<file path="src/rtl/mips_pkg.sv">
// Shared control-field indices and MEM-stage FSM state type.
package mips_pkg;
    localparam int M_BRANCH    = 2;
    localparam int M_READ      = 1;
    localparam int M_WRITE     = 0;
    localparam int WB_REGWRITE = 1;
    localparam int WB_MEMTOREG = 0;

    typedef enum logic {IDLE, WAIT} mem_state_t;
endpackage

</file>
<file path="src/rtl/mem_wb_reg.sv">
// MEM/WB pipeline register. A bubble clears the WB control only; the data
// fields keep their previous contents because wb = 0 makes them irrelevant.
module mem_wb_reg (
    input  logic        clk,
    input  logic        rst,
    input  logic        bubble,
    input  logic [1:0]  wb,
    input  logic [4:0]  rd,
    input  logic [31:0] alu_res,
    input  logic        rdata_en,
    input  logic [31:0] rdata,
    output logic [1:0]  wb_WB,
    output logic [4:0]  rd_WB,
    output logic [31:0] read_data_wb,
    output logic [31:0] alu_res_wb
);
    always_ff @(posedge clk or posedge rst) begin
        if (rst) begin
            wb_WB        <= 2'b00;
            rd_WB        <= 5'd0;
            read_data_wb <= 32'd0;
            alu_res_wb   <= 32'd0;
        end else if (bubble) begin
            wb_WB <= 2'b00;
        end else begin
            wb_WB      <= wb;
            rd_WB      <= rd;
            alu_res_wb <= alu_res;
            if (rdata_en)
                read_data_wb <= rdata;
        end
    end
endmodule

</file>
<file path="src/rtl/mem_stage.sv">
// MEM pipeline stage: handshaked data-memory access, stall, branch decision.
// Optional access timeout is enabled with the MEM_TIMEOUT_EN macro.
module mem_stage #(
    parameter int TIMEOUT = 16
) (
    input  logic        clk,
    input  logic        rst,
    input  logic [31:0] res,
    input  logic [31:0] write_data_ex,
    input  logic [4:0]  write_register_ex,
    input  logic        zero,
    input  logic [2:0]  m_MEM,
    input  logic [1:0]  wb_MEM,
    output logic        dmem_req,
    output logic        dmem_we,
    output logic [31:0] dmem_addr,
    output logic [31:0] dmem_wdata,
    input  logic        dmem_ready,
    input  logic [31:0] dmem_rdata,
    output logic        stall_mem,
    output logic        pcsrc,
    output logic [1:0]  wb_WB,
    output logic [4:0]  rd_WB,
    output logic [31:0] read_data_wb,
    output logic [31:0] alu_res_wb,
    output logic [31:0] write_data_reg,
    output logic        misalign_err,
    output logic        bus_err
);
    import mips_pkg::*;

    if (TIMEOUT < 2) begin : g_bad_timeout
        $error("mem_stage: TIMEOUT must be >= 2");
    end

    mem_state_t  state, state_next;
    logic [31:0] h_addr, h_wdata;
    logic        h_we;
    logic [4:0]  h_rd;
    logic [1:0]  h_wb;

    logic        access, aligned;
    logic        req, stall, hold_load, bubble, rdata_en, misalign_next;
    logic [1:0]  wb_in;
    logic [4:0]  rd_in;
    logic [31:0] alu_in;

    assign access  = m_MEM[M_READ] | m_MEM[M_WRITE];
    assign aligned = (res[1:0] == 2'b00);

`ifdef MEM_TIMEOUT_EN
    localparam int CW = $clog2(TIMEOUT + 1);
    logic [CW-1:0] cnt;
    logic          cnt_clr, cnt_inc, bus_next;
`endif

    always_comb begin
        state_next    = state;
        req           = 1'b0;
        dmem_we       = 1'b0;
        dmem_addr     = res;
        dmem_wdata    = write_data_ex;
        stall         = 1'b0;
        hold_load     = 1'b0;
        bubble        = 1'b0;
        wb_in         = wb_MEM;
        rd_in         = write_register_ex;
        alu_in        = res;
        rdata_en      = 1'b0;
        misalign_next = 1'b0;
`ifdef MEM_TIMEOUT_EN
        cnt_clr  = 1'b0;
        cnt_inc  = 1'b0;
        bus_next = 1'b0;
`endif
        case (state)
            IDLE: begin
                if (access) begin
                    if (!aligned) begin
                        bubble        = 1'b1;
                        misalign_next = 1'b1;
                    end else begin
                        req     = 1'b1;
                        // read+write together is illegal and behaves as a store
                        dmem_we = m_MEM[M_WRITE];
                        if (dmem_ready) begin
                            rdata_en = ~m_MEM[M_WRITE];
                        end else begin
                            stall      = 1'b1;
                            hold_load  = 1'b1;
                            bubble     = 1'b1;
                            state_next = WAIT;
`ifdef MEM_TIMEOUT_EN
                            cnt_clr = 1'b1;
`endif
                        end
                    end
                end
            end
            WAIT: begin
                req        = 1'b1;
                dmem_we    = h_we;
                dmem_addr  = h_addr;
                dmem_wdata = h_wdata;
                wb_in      = h_wb;
                rd_in      = h_rd;
                alu_in     = h_addr;
                if (dmem_ready) begin
                    rdata_en   = ~h_we;
                    state_next = IDLE;
                end else begin
                    bubble = 1'b1;
`ifdef MEM_TIMEOUT_EN
                    if (cnt == CW'(TIMEOUT - 1)) begin
                        state_next = IDLE;
                        bus_next   = 1'b1;
                    end else begin
                        stall   = 1'b1;
                        cnt_inc = 1'b1;
                    end
`else
                    stall = 1'b1;
`endif
                end
            end
            default: state_next = IDLE;
        endcase
    end

    // Reset must drop a request immediately, even mid-WAIT.
    assign dmem_req  = req & ~rst;
    assign stall_mem = stall & ~rst;
    assign pcsrc     = (state == IDLE) & m_MEM[M_BRANCH] & zero;

    always_ff @(posedge clk or posedge rst) begin
        if (rst) begin
            state        <= IDLE;
            misalign_err <= 1'b0;
            h_addr       <= 32'd0;
            h_wdata      <= 32'd0;
            h_we         <= 1'b0;
            h_rd         <= 5'd0;
            h_wb         <= 2'b00;
        end else begin
            state        <= state_next;
            misalign_err <= misalign_next;
            if (hold_load) begin
                h_addr  <= res;
                h_wdata <= write_data_ex;
                h_we    <= m_MEM[M_WRITE];
                h_rd    <= write_register_ex;
                h_wb    <= wb_MEM;
            end
        end
    end

`ifdef MEM_TIMEOUT_EN
    always_ff @(posedge clk or posedge rst) begin
        if (rst) begin
            cnt     <= '0;
            bus_err <= 1'b0;
        end else begin
            bus_err <= bus_next;
            if (cnt_clr)
                cnt <= '0;
            else if (cnt_inc)
                cnt <= cnt + 1'b1;
        end
    end
`else
    assign bus_err = 1'b0;
`endif

    mem_wb_reg u_mem_wb_reg (
        .clk          (clk),
        .rst          (rst),
        .bubble       (bubble),
        .wb           (wb_in),
        .rd           (rd_in),
        .alu_res      (alu_in),
        .rdata_en     (rdata_en),
        .rdata        (dmem_rdata),
        .wb_WB        (wb_WB),
        .rd_WB        (rd_WB),
        .read_data_wb (read_data_wb),
        .alu_res_wb   (alu_res_wb)
    );

    assign write_data_reg = wb_WB[WB_MEMTOREG] ? read_data_wb : alu_res_wb;
endmodule

</file>
<file path="config.mk">
export PLATFORM = sky130hd
export DESIGN_NAME = mem_stage
export DESIGN_NICKNAME = d
export VERILOG_FILES = /design/src/rtl/mips_pkg.sv /design/src/rtl/mem_wb_reg.sv /design/src/rtl/mem_stage.sv
export SDC_FILE = /design/constraint.sdc
export NUM_CORES = 1
export LEC_CHECK = 0
export CORE_MARGIN = 2
export CORE_UTILIZATION = 47
export CTS_CLUSTER_DIAMETER = 100
export CTS_CLUSTER_SIZE = 8
export DETAILED_ROUTE_END_ITERATION = 8
export PLACE_DENSITY_LB_ADDON = 0.1
export SYNTH_ARGS = -nofsm -noshare
export SYNTH_HDL_FRONTEND = slang
export SYNTH_SLANG_ARGS = --single-unit
</file>
<file path="constraint.sdc">
create_clock -name clk -period 10.1 [get_ports clk]
set_clock_uncertainty 0.1 [all_clocks]
set_input_delay 1.515 -clock clk [delete_from_list [all_inputs] [get_ports clk]]
set_output_delay 1.515 -clock clk [all_outputs]
set_load 0.1 [all_outputs]
</file>
==> metrics.csv <==
metric,value,unit
rows,44,
worstPathRequired,8.49,ns
synth-seq-area-share,0.524,
cts.sinks,145,
finalCritPeriodShare,0.534,
synth.distinct_cells,29,
antenna_left,0,
worst_skew_pair.late_latency,0.42,ns
cts_max_level,4,
viasPerCell,5.40,
place_worst_setup_slack,4.70,ns
max_cap_violations,0,
die_h,125,um
post-cts-setup-buffer-count,0,
setup_viol,0,
chipWidth,125,um
synthArstFlopShare,1.00,
rsz0062_at_grt,false,
num_vias,5138,
drt_pass1_iterations,4,
final_cell_mix,"clkdlybuf4s50_1, mux2_2, dfrtp_1",
avgSynthCellArea,14.2,sq um
path_class,in -> out,
status,finished clean,
syn_inst,487,
p_per_area,293,nW/um^2
core,14500,sq um
min_period,5.40,ns
nNetsFinal,865,
cts_tree,built,
holdWs,0.399,ns
drc,0,
finalPower,3.03,mW
ir_drop,0.157,mV
yosys_warnings,0,
dp_hpwl,12500,um
hold_buffers,0,
slew_headroom,0.193,
startpoint_type,input port,
area_delta_synth_final,49.5,%
grt_pass1_vias,5543,
end_kind,output port,
fin_setup_tns,0,ns
drt_iter0_drc,238,
layout_setup_ws,4.70,ns
worstMarginPinSlew,1.21,ns
wire_per_inst,19.5,um
start_util,0.478,
synth-seq-cells,145,
synth_nets,597,
path_max_fanout,7,
final_util,0.715,
hold_viol,0,
port_buffers,281,
grt_max_degree,78,
synth_edf_count,0,
report.final.slew_viol_count,0,
hold_class,reg -> reg,
grt_overflow_total,0,
fmax,185,MHz
drive_gt1_frac,0.400,
p_leak,4.08,nW
final_common_cell,clkdlybuf4s50_1,
yosys_most_used_dff,dfrtp_1,
grt_first_pass_wirelength,29700,um
cts_buffers,17,
io_pins,283,
path_clk_slew,0.06,ns
die-area,15700,sq um
syn_area,6930,sq um
place.gp.congestion,0.780,
cp.arrival,3.78,ns
cts.repair.resized,0,
grt_usage,0.239,
wl,18500,um
antenna_found_initial,1,
cts_max_path_buffers,2,
cts_root_buf,clkbuf_16,
==> where the power goes <==
part	internal (mW)	leakage, nW	total [mW]	switching [mW]
Combinational	0.434	2.11	1.61	1.18
Clock	0.349	0.261	0.579	0.230
Sequential	0.727	1.71	0.837	0.110
Total	1.51	4.08	3.03	1.52
==> kinds of logic after synthesis <==
group / share of synthesized area
muxes: 0.325
AOI/OAI and AO/OA: 0.0687
and+or+nand+nor: 0.0510
buffers and inverters: 0.0307
other: 0.000541
DFF: 0.524
==> path summary, 6_finish.rpt <==
check / from / to / slack, ns / cells after the start
setup / recovery: res[1] / stall_mem / 4.70 / 5
hold / removal: h_rd[0]$_DFFE_PP0P_ / h_rd[0]$_DFFE_PP0P_ / 0.40 / 1
setup reg to reg: state$_DFF_PP0_ / u_mem_wb_reg.read_data_wb[28]$_DFFE_PP0P_ / 7.27 / 4
hold reg to reg: h_rd[0]$_DFFE_PP0P_ / h_rd[0]$_DFFE_PP0P_ / 0.40 / 1
max in group asynchronous: rst / state$_DFF_PP0_ / 6.86 / 3
min in group asynchronous: rst / u_mem_wb_reg.read_data_wb[2]$_DFFE_PP0P_ / 1.55 / 2
==> stage by stage <==
step | area [sq um] | cells
finish | 10400 | 952
global route | 10400 | 952
CTS | 10400 | 951
detailed placement | 9820 | 920
global placement | 9820 | 920
floorplan | 6930 | 487
==> worst max-delay path: stages <==
cell and delay [ns]:
clkdlybuf4s50_1 0.55, nor2_1 0.20, a21oi_1 0.15, nor3_1 0.20
clkdlybuf4s50_1 1.16
==> registers in the layout, summed over array words and instances, names as in the netlist, 2 cells and up <==
name                       cells
h_addr                        32
h_wdata                       32
u_mem_wb_reg.alu_res_wb       32
u_mem_wb_reg.read_data_wb     32
h_rd                           5
u_mem_wb_reg.rd_WB             5
h_wb                           2
u_mem_wb_reg.wb_WB             2
==> metal layers <==
layer | vias up | track usage | wire, um
met5 | - | 0 | 0
met4 | 0 | 0.0693 | 292
met3 | 20 | 0.0924 | 1460
met2 | 193 | 0.408 | 9460
met1 | 2601 | 0.281 | 7320
li1 | 2324 | - | -
==> synthesized netlist by cell type, types with 2 or more instances <==
master / number / area (sq um)
mux2_2: 198 / 2230
dfrtp_1: 145 / 3630
o221a_2: 36 / 405
or2_2: 36 / 225
buf_2: 11 / 55.1
buf_1: 10 / 37.5
buf_6: 7 / 78.8
clkbuf_1: 7 / 26.3
nor2_1: 7 / 26.3
nor2b_1: 4 / 25.0
nor3_1: 3 / 15.0
and2_1: 2 / 12.5
inv_1: 2 / 7.51
mux2_1: 2 / 22.5
nand2_1: 2 / 7.51
o21ai_0: 2 / 10.0
==> area by class of cell <==
cell class	count	area (sq um)
diodes	1	2.50
well taps	184	230
clock inverters	6	57.6
multi-input cells	304	3100
repair buffers	285	2840
flip-flops and latches	145	3630
fillers	1028	4130
inverters	2	12.5
clock buffers	25	475
Power figures use the tool's default switching activity.
